==> src/rtl/twiddle_scheduler_if.sv <==
`default_nettype none
// ============================================================================
//  Module      : twiddle_scheduler_if
//  Description : Handshake/framing bundle between the FFT sample source, the
//                twiddle scheduler and the shared complex multiplier.
//                master : drives Enable / in_valid / in_sop, observes outputs
//                slave  : the scheduler itself
//                Signals: Enable, in_valid, in_sop (to scheduler);
//                twiddle_re/im, mult_enable, out_valid, out_sop, out_eop,
//                busy, err (from scheduler).
//  Revision    : 1.0 - initial release
// ============================================================================
interface twiddle_scheduler_if #(
    parameter int WIDTH = 16
) ();
    logic             Enable;
    logic             in_valid;
    logic             in_sop;
    logic [WIDTH-1:0] twiddle_re;
    logic [WIDTH-1:0] twiddle_im;
    logic             mult_enable;
    logic             out_valid;
    logic             out_sop;
    logic             out_eop;
    logic             busy;
    logic             err;

    modport master (
        output Enable, in_valid, in_sop,
        input  twiddle_re, twiddle_im, mult_enable,
        input  out_valid, out_sop, out_eop, busy, err
    );

    modport slave (
        input  Enable, in_valid, in_sop,
        output twiddle_re, twiddle_im, mult_enable,
        output out_valid, out_sop, out_eop, busy, err
    );
endinterface
`default_nettype wire

==> src/rtl/twiddle_scheduler.sv <==
`default_nettype none
// ============================================================================
//  Module      : twiddle_scheduler
//  Description : Sequences the shared complex multiplier between radix-2^2
//                stages of a 16-point FFT. Tracks the sample index inside each
//                16-sample frame, supplies the twiddle W16^e as the second
//                multiplier operand, drives the multiplier enable and delays
//                valid/sop/eop by the multiplier latency.
//  Ports       : clk, rst           - clock, synchronous active-high reset
//                bus (slave)        - Enable/in_valid/in_sop in;
//                                     twiddle_re/im, mult_enable, out_valid,
//                                     out_sop, out_eop, busy, err out
//  Options     : TWS_SOP_CHECK_EN   - when defined, a sop arriving mid-frame
//                                     sets the sticky err flag; otherwise err
//                                     is tied low.
//  Revision    : 1.0 - initial release
// ============================================================================
module twiddle_scheduler #(
    parameter int WIDTH        = 16,
    parameter int FIXED_POINT  = 11,
    parameter int MULT_LATENCY = 1
) (
    input  wire logic          clk,
    input  wire logic          rst,
    twiddle_scheduler_if.slave bus
);

    // ROM constants are Q1.14; scale to the requested fraction width with
    // round-half-up (add half an output LSB before the arithmetic shift).
    localparam int C_SHIFT = 14 - FIXED_POINT;
    localparam int C_RND   = (1 << C_SHIFT) >> 1;

    typedef enum logic [0:0] {
        S_IDLE = 1'b0,
        S_RUN  = 1'b1
    } state_t;

    state_t                        state_q, state_d;
    logic [3:0]                    cnt_q, cnt_d;
    logic [WIDTH-1:0]              twiddle_re_q, twiddle_re_d;
    logic [WIDTH-1:0]              twiddle_im_q, twiddle_im_d;
    logic                          mult_enable_q, mult_enable_d;
    logic                          sop_flag_q, sop_flag_d;
    logic                          eop_flag_q, eop_flag_d;
    // Each stage packs {valid, sop, eop}.
    logic [MULT_LATENCY-1:0][2:0]  dly_q, dly_d;

    logic                          w_accept;
    logic [3:0]                    w_t;
    logic [3:0]                    w_e;
    int                            w_rom_re;
    int                            w_rom_im;
    logic                          w_busy;

    // ------------------------------------------------------------------------
    // Next-state / datapath
    // ------------------------------------------------------------------------
    always_comb begin
        state_d       = state_q;
        cnt_d         = cnt_q;
        twiddle_re_d  = twiddle_re_q;
        twiddle_im_d  = twiddle_im_q;
        mult_enable_d = mult_enable_q;
        sop_flag_d    = sop_flag_q;
        eop_flag_d    = eop_flag_q;
        dly_d         = dly_q;

        w_accept = bus.Enable & bus.in_valid & ((state_q == S_RUN) | bus.in_sop);
        // A sop always restarts the frame, both from IDLE and as a resync.
        w_t      = bus.in_sop ? 4'd0 : cnt_q;
        // t = {q,r}; exponent uses q bit-reversed (radix-2^2 ordering).
        w_e      = {2'b00, w_t[1:0]} * {2'b00, w_t[2], w_t[3]};

        w_rom_re = 0;
        w_rom_im = 0;
        case (w_e)
            4'd0:    begin w_rom_re =  16384; w_rom_im =      0; end
            4'd1:    begin w_rom_re =  15137; w_rom_im =  -6270; end
            4'd2:    begin w_rom_re =  11585; w_rom_im = -11585; end
            4'd3:    begin w_rom_re =   6270; w_rom_im = -15137; end
            4'd4:    begin w_rom_re =      0; w_rom_im = -16384; end
            4'd6:    begin w_rom_re = -11585; w_rom_im = -11585; end
            4'd9:    begin w_rom_re = -15137; w_rom_im =   6270; end
            default: begin w_rom_re =      0; w_rom_im =      0; end
        endcase

        if (w_accept) begin
            twiddle_re_d  = WIDTH'((w_rom_re + C_RND) >>> C_SHIFT);
            twiddle_im_d  = WIDTH'((w_rom_im + C_RND) >>> C_SHIFT);
            mult_enable_d = 1'b1;
            sop_flag_d    = (w_t == 4'd0);
            eop_flag_d    = (w_t == 4'd15);
            if (w_t == 4'd15) begin
                cnt_d   = 4'd0;
                state_d = S_IDLE;
            end else begin
                cnt_d   = w_t + 4'd1;
                state_d = S_RUN;
            end
        end else if (bus.Enable) begin
            // Twiddle holds its last value; only the enable/framing flags drop.
            mult_enable_d = 1'b0;
            sop_flag_d    = 1'b0;
            eop_flag_d    = 1'b0;
        end

        // Delay line models the multiplier pipeline; it advances only on
        // enabled cycles so framing stays aligned with the multiplier data.
        if (bus.Enable) begin
            dly_d[0] = {mult_enable_q, sop_flag_q, eop_flag_q};
            for (int i = 1; i < MULT_LATENCY; i++) begin
                dly_d[i] = dly_q[i-1];
            end
        end
    end

    // The mult_enable register is the first pipeline stage, so it counts
    // toward busy; this keeps busy continuous through gaps in in_valid.
    always_comb begin
        w_busy = (state_q == S_RUN) | mult_enable_q;
        for (int i = 0; i < MULT_LATENCY; i++) begin
            w_busy = w_busy | dly_q[i][2];
        end
    end

    // ------------------------------------------------------------------------
    // Registers
    // ------------------------------------------------------------------------
    always_ff @(posedge clk) begin
        if (rst) begin
            state_q       <= S_IDLE;
            cnt_q         <= 4'd0;
            twiddle_re_q  <= '0;
            twiddle_im_q  <= '0;
            mult_enable_q <= 1'b0;
            sop_flag_q    <= 1'b0;
            eop_flag_q    <= 1'b0;
            dly_q         <= '0;
        end else begin
            state_q       <= state_d;
            cnt_q         <= cnt_d;
            twiddle_re_q  <= twiddle_re_d;
            twiddle_im_q  <= twiddle_im_d;
            mult_enable_q <= mult_enable_d;
            sop_flag_q    <= sop_flag_d;
            eop_flag_q    <= eop_flag_d;
            dly_q         <= dly_d;
        end
    end

`ifdef TWS_SOP_CHECK_EN
    // Sticky: a sop landing inside a running frame means the source lost
    // framing. The frame still resyncs; this only records the event.
    logic err_q, err_d;

    always_comb begin
        err_d = err_q | (w_accept & bus.in_sop & (state_q == S_RUN) & (cnt_q != 4'd0));
    end

    always_ff @(posedge clk) begin
        if (rst) begin
            err_q <= 1'b0;
        end else begin
            err_q <= err_d;
        end
    end

    assign bus.err = err_q;
`else
    assign bus.err = 1'b0;
`endif

    assign bus.twiddle_re  = twiddle_re_q;
    assign bus.twiddle_im  = twiddle_im_q;
    assign bus.mult_enable = mult_enable_q;
    assign bus.out_valid   = dly_q[MULT_LATENCY-1][2];
    assign bus.out_sop     = dly_q[MULT_LATENCY-1][1];
    assign bus.out_eop     = dly_q[MULT_LATENCY-1][0];
    assign bus.busy        = w_busy;

endmodule
`default_nettype wire

==> src/flat_wrapper.sv <==
// flat-port wrapper written by rule: the top's interface ports become plain ports
module twiddle_scheduler_flat 
#(
    parameter int WIDTH        = 16,
    parameter int FIXED_POINT  = 11,
    parameter int MULT_LATENCY = 1
)
  (clk, rst, bus_Enable, bus_in_valid, bus_in_sop, bus_twiddle_re, bus_twiddle_im, bus_mult_enable, bus_out_valid, bus_out_sop, bus_out_eop, bus_busy, bus_err);
  twiddle_scheduler_if #(.WIDTH(WIDTH)) bus_i ();
  input  wire logic clk;
  input  wire logic rst;
  input wire logic [$bits(bus_i.Enable)-1:0] bus_Enable;
  input wire logic [$bits(bus_i.in_valid)-1:0] bus_in_valid;
  input wire logic [$bits(bus_i.in_sop)-1:0] bus_in_sop;
  output wire logic [$bits(bus_i.twiddle_re)-1:0] bus_twiddle_re;
  output wire logic [$bits(bus_i.twiddle_im)-1:0] bus_twiddle_im;
  output wire logic [$bits(bus_i.mult_enable)-1:0] bus_mult_enable;
  output wire logic [$bits(bus_i.out_valid)-1:0] bus_out_valid;
  output wire logic [$bits(bus_i.out_sop)-1:0] bus_out_sop;
  output wire logic [$bits(bus_i.out_eop)-1:0] bus_out_eop;
  output wire logic [$bits(bus_i.busy)-1:0] bus_busy;
  output wire logic [$bits(bus_i.err)-1:0] bus_err;
  assign bus_i.Enable = bus_Enable;
  assign bus_i.in_valid = bus_in_valid;
  assign bus_i.in_sop = bus_in_sop;
  assign bus_twiddle_re = bus_i.twiddle_re;
  assign bus_twiddle_im = bus_i.twiddle_im;
  assign bus_mult_enable = bus_i.mult_enable;
  assign bus_out_valid = bus_i.out_valid;
  assign bus_out_sop = bus_i.out_sop;
  assign bus_out_eop = bus_i.out_eop;
  assign bus_busy = bus_i.busy;
  assign bus_err = bus_i.err;
  twiddle_scheduler #(.WIDTH(WIDTH), .FIXED_POINT(FIXED_POINT), .MULT_LATENCY(MULT_LATENCY)) u_core (.clk(clk), .rst(rst), .bus(bus_i));
endmodule
==> config.mk <==
export PLATFORM = sky130hd
export DESIGN_NAME = twiddle_scheduler_flat
export DESIGN_NICKNAME = d
export VERILOG_FILES = /design/src/rtl/twiddle_scheduler_if.sv /design/src/rtl/twiddle_scheduler.sv /design/src/flat_wrapper.sv
export SDC_FILE = /design/constraint.sdc
export NUM_CORES = 1
export LEC_CHECK = 0
export BUFFER_PORTS_ARGS = -buffer_cell sky130_fd_sc_hd__buf_4
export CAP_MARGIN = 10
export CORE_ASPECT_RATIO = 1.2
export CORE_UTILIZATION = 40
export DETAILED_ROUTE_END_ITERATION = 12
export MAX_ROUTING_LAYER = met4
export SLEW_MARGIN = 0
export SYNTH_ARGS = -nofsm -noshare
export SYNTH_HDL_FRONTEND = slang
export SYNTH_SLANG_ARGS = --single-unit
==> constraint.sdc <==
create_clock -name clk -period 3.2 [get_ports clk]
set_input_delay 0.48 -clock clk [delete_from_list [all_inputs] [get_ports clk]]
set_output_delay 0.48 -clock clk [all_outputs]
set_load 0.01 [all_outputs]
==> run_results.csv, run 1 <==
group,metric,value,unit
clocking,cts_hold_buf,0,
logic_synthesis,synthFlopType,"dfxtp_1",
timing,post-route-min-period,2.78,ns
setup_path,crit_path_end_kind,"flop",
worst_hold_path,hp-class,"flop to flop",
finish,seq_area,781,µm²
logic_synthesis,synth_top_area_share,0.394,
global_route,grt_remaining_overflow,0,
die,die_h,79.1,µm
drt,dr.pass1.iters,4,
drt,drc_errors,0,
timing,tightestPinTransition,0.517,ns
setup_path,timing.rr.start,"u_core.cnt_q[0]",
logic_synthesis,yosys_warnings,0,
setup_path,cp_max_fo,8,
die,fp.coreArea,4660,µm²
place,dpl.hpwl,3050,µm
logic_synthesis,synth.area.top_cells,"dfxtp_1 39%, ha_1 5.1%, nand2_1 4.7%",
clocking,cts-htree-levels,2,
global_route,grt_pass1_vias,1460,
clocking,cts_resized,0,
clocking,cts_buffers,5,
setup_path,r2r-end,"u_core.bus.twiddle_re[11]",
timing,slew_headroom,0.654,
timing,timing.hold.ws,0.460,ns
die,dieWidth,66.3,µm
setup_path,cp.arrival,3.00,ns
die,initial_core_util,0.425,
clocking,cts_tree,"yes",
logic_synthesis,yosysSeqAreaShare,0.394,
timing,fmax,0.359,GHz
die,io_pins,43,
finish,post_layout_nonfiller_instances,316,
timing,grt_setup_unrepaired,"no",
logic_synthesis,avgSynthCellArea,8.85,µm²
finish,layout.nets,270,
worst_hold_path,worst_hold_path.endpoint,"u_core.bus.twiddle_im[15]",
place,pre_cts_slack,0.161,ns
drt,num_vias,1660,
power,p_leak,0.00106,µW
setup_path,critPathRequiredTime,3.42,ns
drt,drtIter0Drc,51,
finish,n_antenna_cell,0,
logic_synthesis,ys_ff_latch,39,
place,place_congestion,0.871,
finish,multi_input_area,1070,µm²
power,cellPowerDensity,410,nW/µm²
drt,wl_per_cell,13.3,µm
logic_synthesis,ys_async_sr_fraction,0,
timing,finalSetupViolations,0,
logic_synthesis,yosys.area.top_type,"dfxtp_1",
place,portBuffers,37,
logic_synthesis,synthCells,224,
global_route,grt_pass1_wl,7000,µm
global_route,grt_util_all_layers,0.183,
clocking,clkTransAtPathRegs,0.08,ns
job,maxCapViolations,0,
setup_path,crit_type,"flop to flop",
setup_path,worstSetupStartpointType,"flop",
logic_synthesis,ys_types,50,
finish,drive_above_1_share,0.244,
logic_synthesis,mappedNetlistArea,1980,µm²
timing,finalSetupTns,0,ns
worst_hold_path,hold_path.startpoint,"u_core.bus.twiddle_im[15]",
setup_path,worst-r2r-setup-slack,0.42,ns
setup_path,reg2regPathDepth,12,
drt,drtAntennaViolNets,0,
finish,nFillCells,466,
global_route,grt_max_degree,35,
drt,routed_wl,4220,µm
timing,period_share,0.869,
place,placedCellCount,308,
logic_synthesis,synth_edf_count,0,
timing,fin_skew,0.00593,ns
clocking,post-cts-setup-buffer-count,0,
clocking,root_buffer,"clkbuf_8",
power,vdd.ir_drop.worst,0.000228,V
finish,area_growth,20.2,%
die,die-area,5240,µm²
worst_hold_path,whs_path_depth,1,
run_status,outcome,"finished, final reports clean",
die,row_count,27,
drt,viasPerCell,5.25,
timing,hold_violations,0,
timing,drv_slew,0,
timing,fin_ws,0.418,ns
clocking,cts_num_sinks,39,
global_route,grt_antenna_before_repair,0,
logic_synthesis,yosysMostFrequentCell,"dfxtp_1",
clocking,clockBufferDepth,2,
logic_synthesis,synth_common_cells,"39 x dfxtp_1, 25 x nand2_1, 23 x nor2_1",
clocking,clock_latency,0.30,ns
-- cells by family (layout without fill, tap and decap cells) --
group                      Yosys count  in the layout  share of synthesized area
and+or+nand+nor                     80             80                      0.203
xor gates and xnor gates             2              2                    0.00884
AOI/OAI and AO/OA                   60             60                      0.224
buffers and inverters               27             57                     0.0751
adders and majority gates            8              8                     0.0505
other                                1              5                    0.00189
DFF                                 39             39                      0.394
muxes                                7              7                     0.0423
-- metrics by stage --
stage	total power [µW]	instance area (µm²)	utilization
floorplan	557	2000	-
global placement	574	2270	0.487
detailed placement	574	2270	0.487
CTS	986	2380	0.511
global route	1020	2380	0.511
finish	978	2380	0.511
-- metal layers --
metal	GRT usage	share of wire	routed length [µm]
met1	0.242	0.48	2030
met2	0.267	0.45	1900
met3	0.0431	0.042	179
met4	0.0766	0.025	104
met5	-	0	0
-- layout make-up --
cell class	instances	share of cell area
inverters	5	0.00788
clock buffers	5	0.0289
flip-flops and latches	39	0.328
multi-input cells	162	0.448
clock inverters	3	0.0184
well taps	58	0.0305
repair buffers	44	0.139
-- cells in the final DEF, fill, tap and decap left out, drive strengths merged, types with 3 or more instances in the layout --
cell,netlist,layout
nand3b,4,4
a311oi,4,4
and3,3,3
ha,8,8
nand2,25,25
o211ai,3,3
nand2b,6,6
nor2b,3,3
nand3,4,4
a21o,4,4
clkbuf,6,5
a21oi,18,18
o21ai,8,8
nor2,23,23
a22o,5,5
dfxtp,39,39
buf,16,44
conb,1,5
inv,5,5
a211oi,6,6
mux2i,6,6
-- worst max-delay path by stage --
stage / slack (ns) / cells past startpoint / end / start
3_5_place_dp: 0.16 / 13 / u_core.bus.twiddle_re[11] / bus_in_sop
2_1_floorplan: 0.39 / 14 / u_core.bus.twiddle_re[11] / bus_in_sop
6_report: 0.42 / 12 / u_core.bus.twiddle_re[11] / u_core.cnt_q[0]
3_3_place_gp: 0.18 / 13 / u_core.bus.twiddle_re[11] / bus_in_sop
5_1_grt: 0.17 / 12 / u_core.bus.twiddle_re[11] / u_core.cnt_q[0]
4_1_cts: 0.44 / 12 / u_core.bus.twiddle_re[11] / u_core.cnt_q[0]
-- flip-flops by register name, indices dropped and copies added (netlist names) --
signal,flops
u_core.sop_flag_q,1
u_core.bus.mult_enable,1
u_core.bus.twiddle_re,14
u_core.bus.twiddle_im,14
u_core.eop_flag_q,1
u_core.dly_q,3
u_core.state_q,1
u_core.cnt_q,4
-- power breakdown --
group	internal, µW	switching, µW	total, µW	leakage, µW
registers	492	4.40	497	0.000315
clock network	232	184	416	0.0000581
logic	25.7	38.9	64.6	0.000689
total	750	228	978	0.00106
-- worst max-delay path, cell delays in order (launching register included) --
cell,delay [ns]
dfxtp_1,0.34
nor2b_1,0.25
and2_1,0.17
ha_1,0.16
ha_1,0.32
nand2_1,0.14
mux2i_4,0.11
a21o_1,0.21
ha_1,0.25
nand2_1,0.15
nand2_1,0.07
a211o_1,0.30
a311oi_1,0.23
Note: power is estimated with default switching activity, not from simulation.
==> run 2, diff against run 1 <==
--- a/config.mk
+++ b/config.mk
@@ -5,6 +5,7 @@
 export SDC_FILE = /design/constraint.sdc
 export NUM_CORES = 1
 export LEC_CHECK = 0
+export ABC_AREA = 1
 export BUFFER_PORTS_ARGS = -buffer_cell sky130_fd_sc_hd__buf_4
 export CAP_MARGIN = 10
 export CORE_ASPECT_RATIO = 1.2
==> run_results.csv, run 2 <==
group,metric,value,unit
run_status,outcome,"finished, final reports clean",
setup_path,path_depth,15,
clocking,clockBufferDepth,2,
finish,drive_above_1_share,0.203,
clocking,clkTransAtPathRegs,0.07,ns
global_route,grt_util_all_layers,0.188,
setup_path,slowest_stage,"dfxtp_1",
setup_path,path_cells,"nand2_1 > nor2_1 > ha_1 > inv_1 > ha_1 > nand2_1 > inv_1 > o21bai_2 > inv_2 > nand2_1 > ha_1 > or2_0 > nand3_1 > o211ai_1 > inv_1",
logic_synthesis,mappedNetlistArea,1860,µm²
die,initial_core_util,0.427,
logic_synthesis,yosysMostFrequentCell,"nand2_1",
timing,slew_headroom,0.654,
die,die_h,76.7,µm
logic_synthesis,synthFlopType,"dfxtp_1",
place,pre_cts_slack,0.391,ns
place,dpl.hpwl,3080,µm
setup_path,crit_path_end_kind,"flop",
setup_path,r2r-end,"u_core.bus.twiddle_im[3]",
drt,dr.pass1.iters,4,
power,cellPowerDensity,456,nW/µm²
logic_synthesis,ys_types,24,
drt,viasPerCell,4.96,
finish,final_common_cell,"nand2_1",
setup_path,timing.rr.start,"u_core.cnt_q[3]",
clocking,clock_latency,0.29,ns
clocking,cts_tree,"yes",
setup_path,critPathLaunch,"u_core.cnt_q[3]",
timing,tightestPinTransition,0.518,ns
global_route,grt_util_met2,0.315,
timing,post-route-min-period,2.59,ns
global_route,grt_pass1_wl,7070,µm
drt,wl_per_cell,11.9,µm
global_route,grt_remaining_overflow,0,
finish,n_antenna_cell,0,
timing,period_share,0.810,
finish,design_area,2280,µm²
global_route,grt_pass1_vias,1606,
power,p_sw,239,µW
finish,layout_common_cells,"58 x nand2_1, 39 x dfxtp_1, 38 x buf_4, 35 x nor2_1, 24 x a21oi_1",
global_route,grt_util_met1,0.208,
finish,layout.nets,307,
setup_path,crit_buf_inv,4,
clocking,cts_resized,0,
setup_path,cp_top_family,"simple AND/OR/NAND/NOR gates",
global_route,grt_antenna_before_repair,0,
setup_path,endpoint,"u_core.bus.twiddle_im[3]",
clocking,root_buffer,"clkbuf_8",
drt,drc_errors,0,
setup_path,worst-r2r-setup-slack,0.61,ns
timing,fmax,0.386,GHz
timing,fin_ws,0.606,ns
finish,area_growth,22.3,%
place,portBuffers,37,
setup_path,cp.arrival,2.83,ns
power,p_seq_frac,0.498,
setup_path,crit_type,"flop to flop",
die,io_pins,43,
setup_path,critical-path-max-stage-delay,0.48,ns
place,dpl_cell_area,2160,µm²
timing,hold_violations,0,
drt,drtIter0Drc,58,
global_route,met3_usage,0.0446,
logic_synthesis,synth.area.top_cells,"dfxtp_1 42%, nand2_1 12%, nor2_1 7.1%",
timing,finalSetupViolations,0,
die,fp.coreArea,4360,µm²
setup_path,reg2regPathDepth,15,
global_route,grt_max_degree,30,
clocking,cts_num_sinks,39,
global_route,busiest_layer,"met2",
logic_synthesis,avgSynthCellArea,7.22,µm²
setup_path,worstSetupStartpointType,"flop",
logic_synthesis,synth_edf_count,0,
timing,finalSetupTns,0,ns
timing,fin_skew,0.00280,ns
worst_hold_path,hp-class,"flop to flop",
logic_synthesis,synthCells,258,
drt,num_vias,1742,
die,row_count,26,
setup_path,cp_max_fo,5,
logic_synthesis,yosys.area.top_type,"dfxtp_1",
clocking,cts_hold_buf,0,
setup_path,critPathRequiredTime,3.43,ns
power,p_int,800,µW
logic_synthesis,yosysSeqAreaShare,0.419,
drt,routed_wl,4190,µm
die,die-area,4930,µm²
power,p_leak,0.00106,µW
logic_synthesis,ys_async_sr_fraction,0,
clocking,post-cts-setup-buffer-count,0,
logic_synthesis,yosys_warnings,0,
timing,timing.hold.ws,0.465,ns
place,place_congestion,0.882,
clocking,cts-htree-levels,2,
job,maxCapViolations,0,
clocking,cts_buffers,5,
drt,drtAntennaViolNets,0,
logic_synthesis,ys_ff_latch,39,
power,comb_power_share,0.101,
power,vdd.ir_drop.worst,0.000295,V
power,swShare,0.230,
timing,drv_slew,0,
timing,grt_setup_unrepaired,"no",
logic_synthesis,synth_common_cells,"58 x nand2_1, 39 x dfxtp_1, 35 x nor2_1",
power,p_clk_frac,0.402,
die,dieWidth,64.3,µm
logic_synthesis,synth_top_area_share,0.419,
[run 2: changes by cell type after synthesis, sizes merged, moves of 7 or more]
cell and delta:
nor2 +14, inv +17, nand2 +34, nand3 +15
buf -7, o21ai +14, a21oi +7
[run 2: worst min-delay path by stage]
stage	from	end	slack, ns	depth (start not counted)
finish	u_core.bus.twiddle_re[14]	u_core.bus.twiddle_re[14]	0.46	2
detailed placement	u_core.sop_flag_q	u_core.sop_flag_q	0.46	2
floorplan	u_core.eop_flag_q	u_core.eop_flag_q	0.44	2
global route	rst	u_core.bus.mult_enable	0.49	2
CTS	bus_Enable	u_core.dly_q[0]	0.46	3
global placement	u_core.sop_flag_q	u_core.sop_flag_q	0.45	2
[run 2: stage by stage]
stage | total power, µW | utilization | cells
finish | 1040 | 0.522 | 351
global route | 1100 | 0.522 | 351
CTS | 1060 | 0.522 | 351
detailed placement | 634 | 0.495 | 343
global placement | 634 | 0.495 | 343
floorplan | 596 | - | 262
[run 2: cell families (layout without fill, tap and decap cells)]
kind of cell               after synthesis  count (layout)  share of synthesized area
and+or+nand+nor                        124             124                      0.291
AOI/OAI and AO/OA                       51              51                      0.151
DFF                                     39              39                      0.419
buffers and inverters                   35              68                     0.0833
adders and majority gates                8               8                     0.0538
other                                    1               5                    0.00201
[run 2: per-layer routing]
| metal | vias up | routed length [µm] |
|---|---|---|
| li1 | 905 | - |
| met1 | 794 | 1860 |
| met2 | 34 | 2080 |
| met3 | 9 | 134 |
| met4 | 0 | 114 |
| met5 | - | 0 |
[run 2: power by group through the flow]
| stage | clock network (µW) | logic [µW] | registers (µW) |
|---|---|---|---|
| after global placement | 0 | 105 | 529 |
| after global routing | 458 | 118 | 520 |
| after floorplan | 0 | 61.0 | 535 |
| final | 417 | 105 | 517 |
| after detailed placement | 0 | 106 | 529 |
| after CTS | 433 | 106 | 517 |
[run 2: cell type report]
class,instances,area [µm²]
multi-input combinational,188,941
clock inverter,2,35.0
inverter,22,82.6
clock buffer,6,82.6
fill,444,2080
timing repair buffer,38,285
sequential,39,781
tap,56,70.1
[run 2: worst min-delay path: stages (launching register included)]
cell and delay, ns:
dfxtp_1 0.31, nand2_1 0.06, a21oi_1 0.05
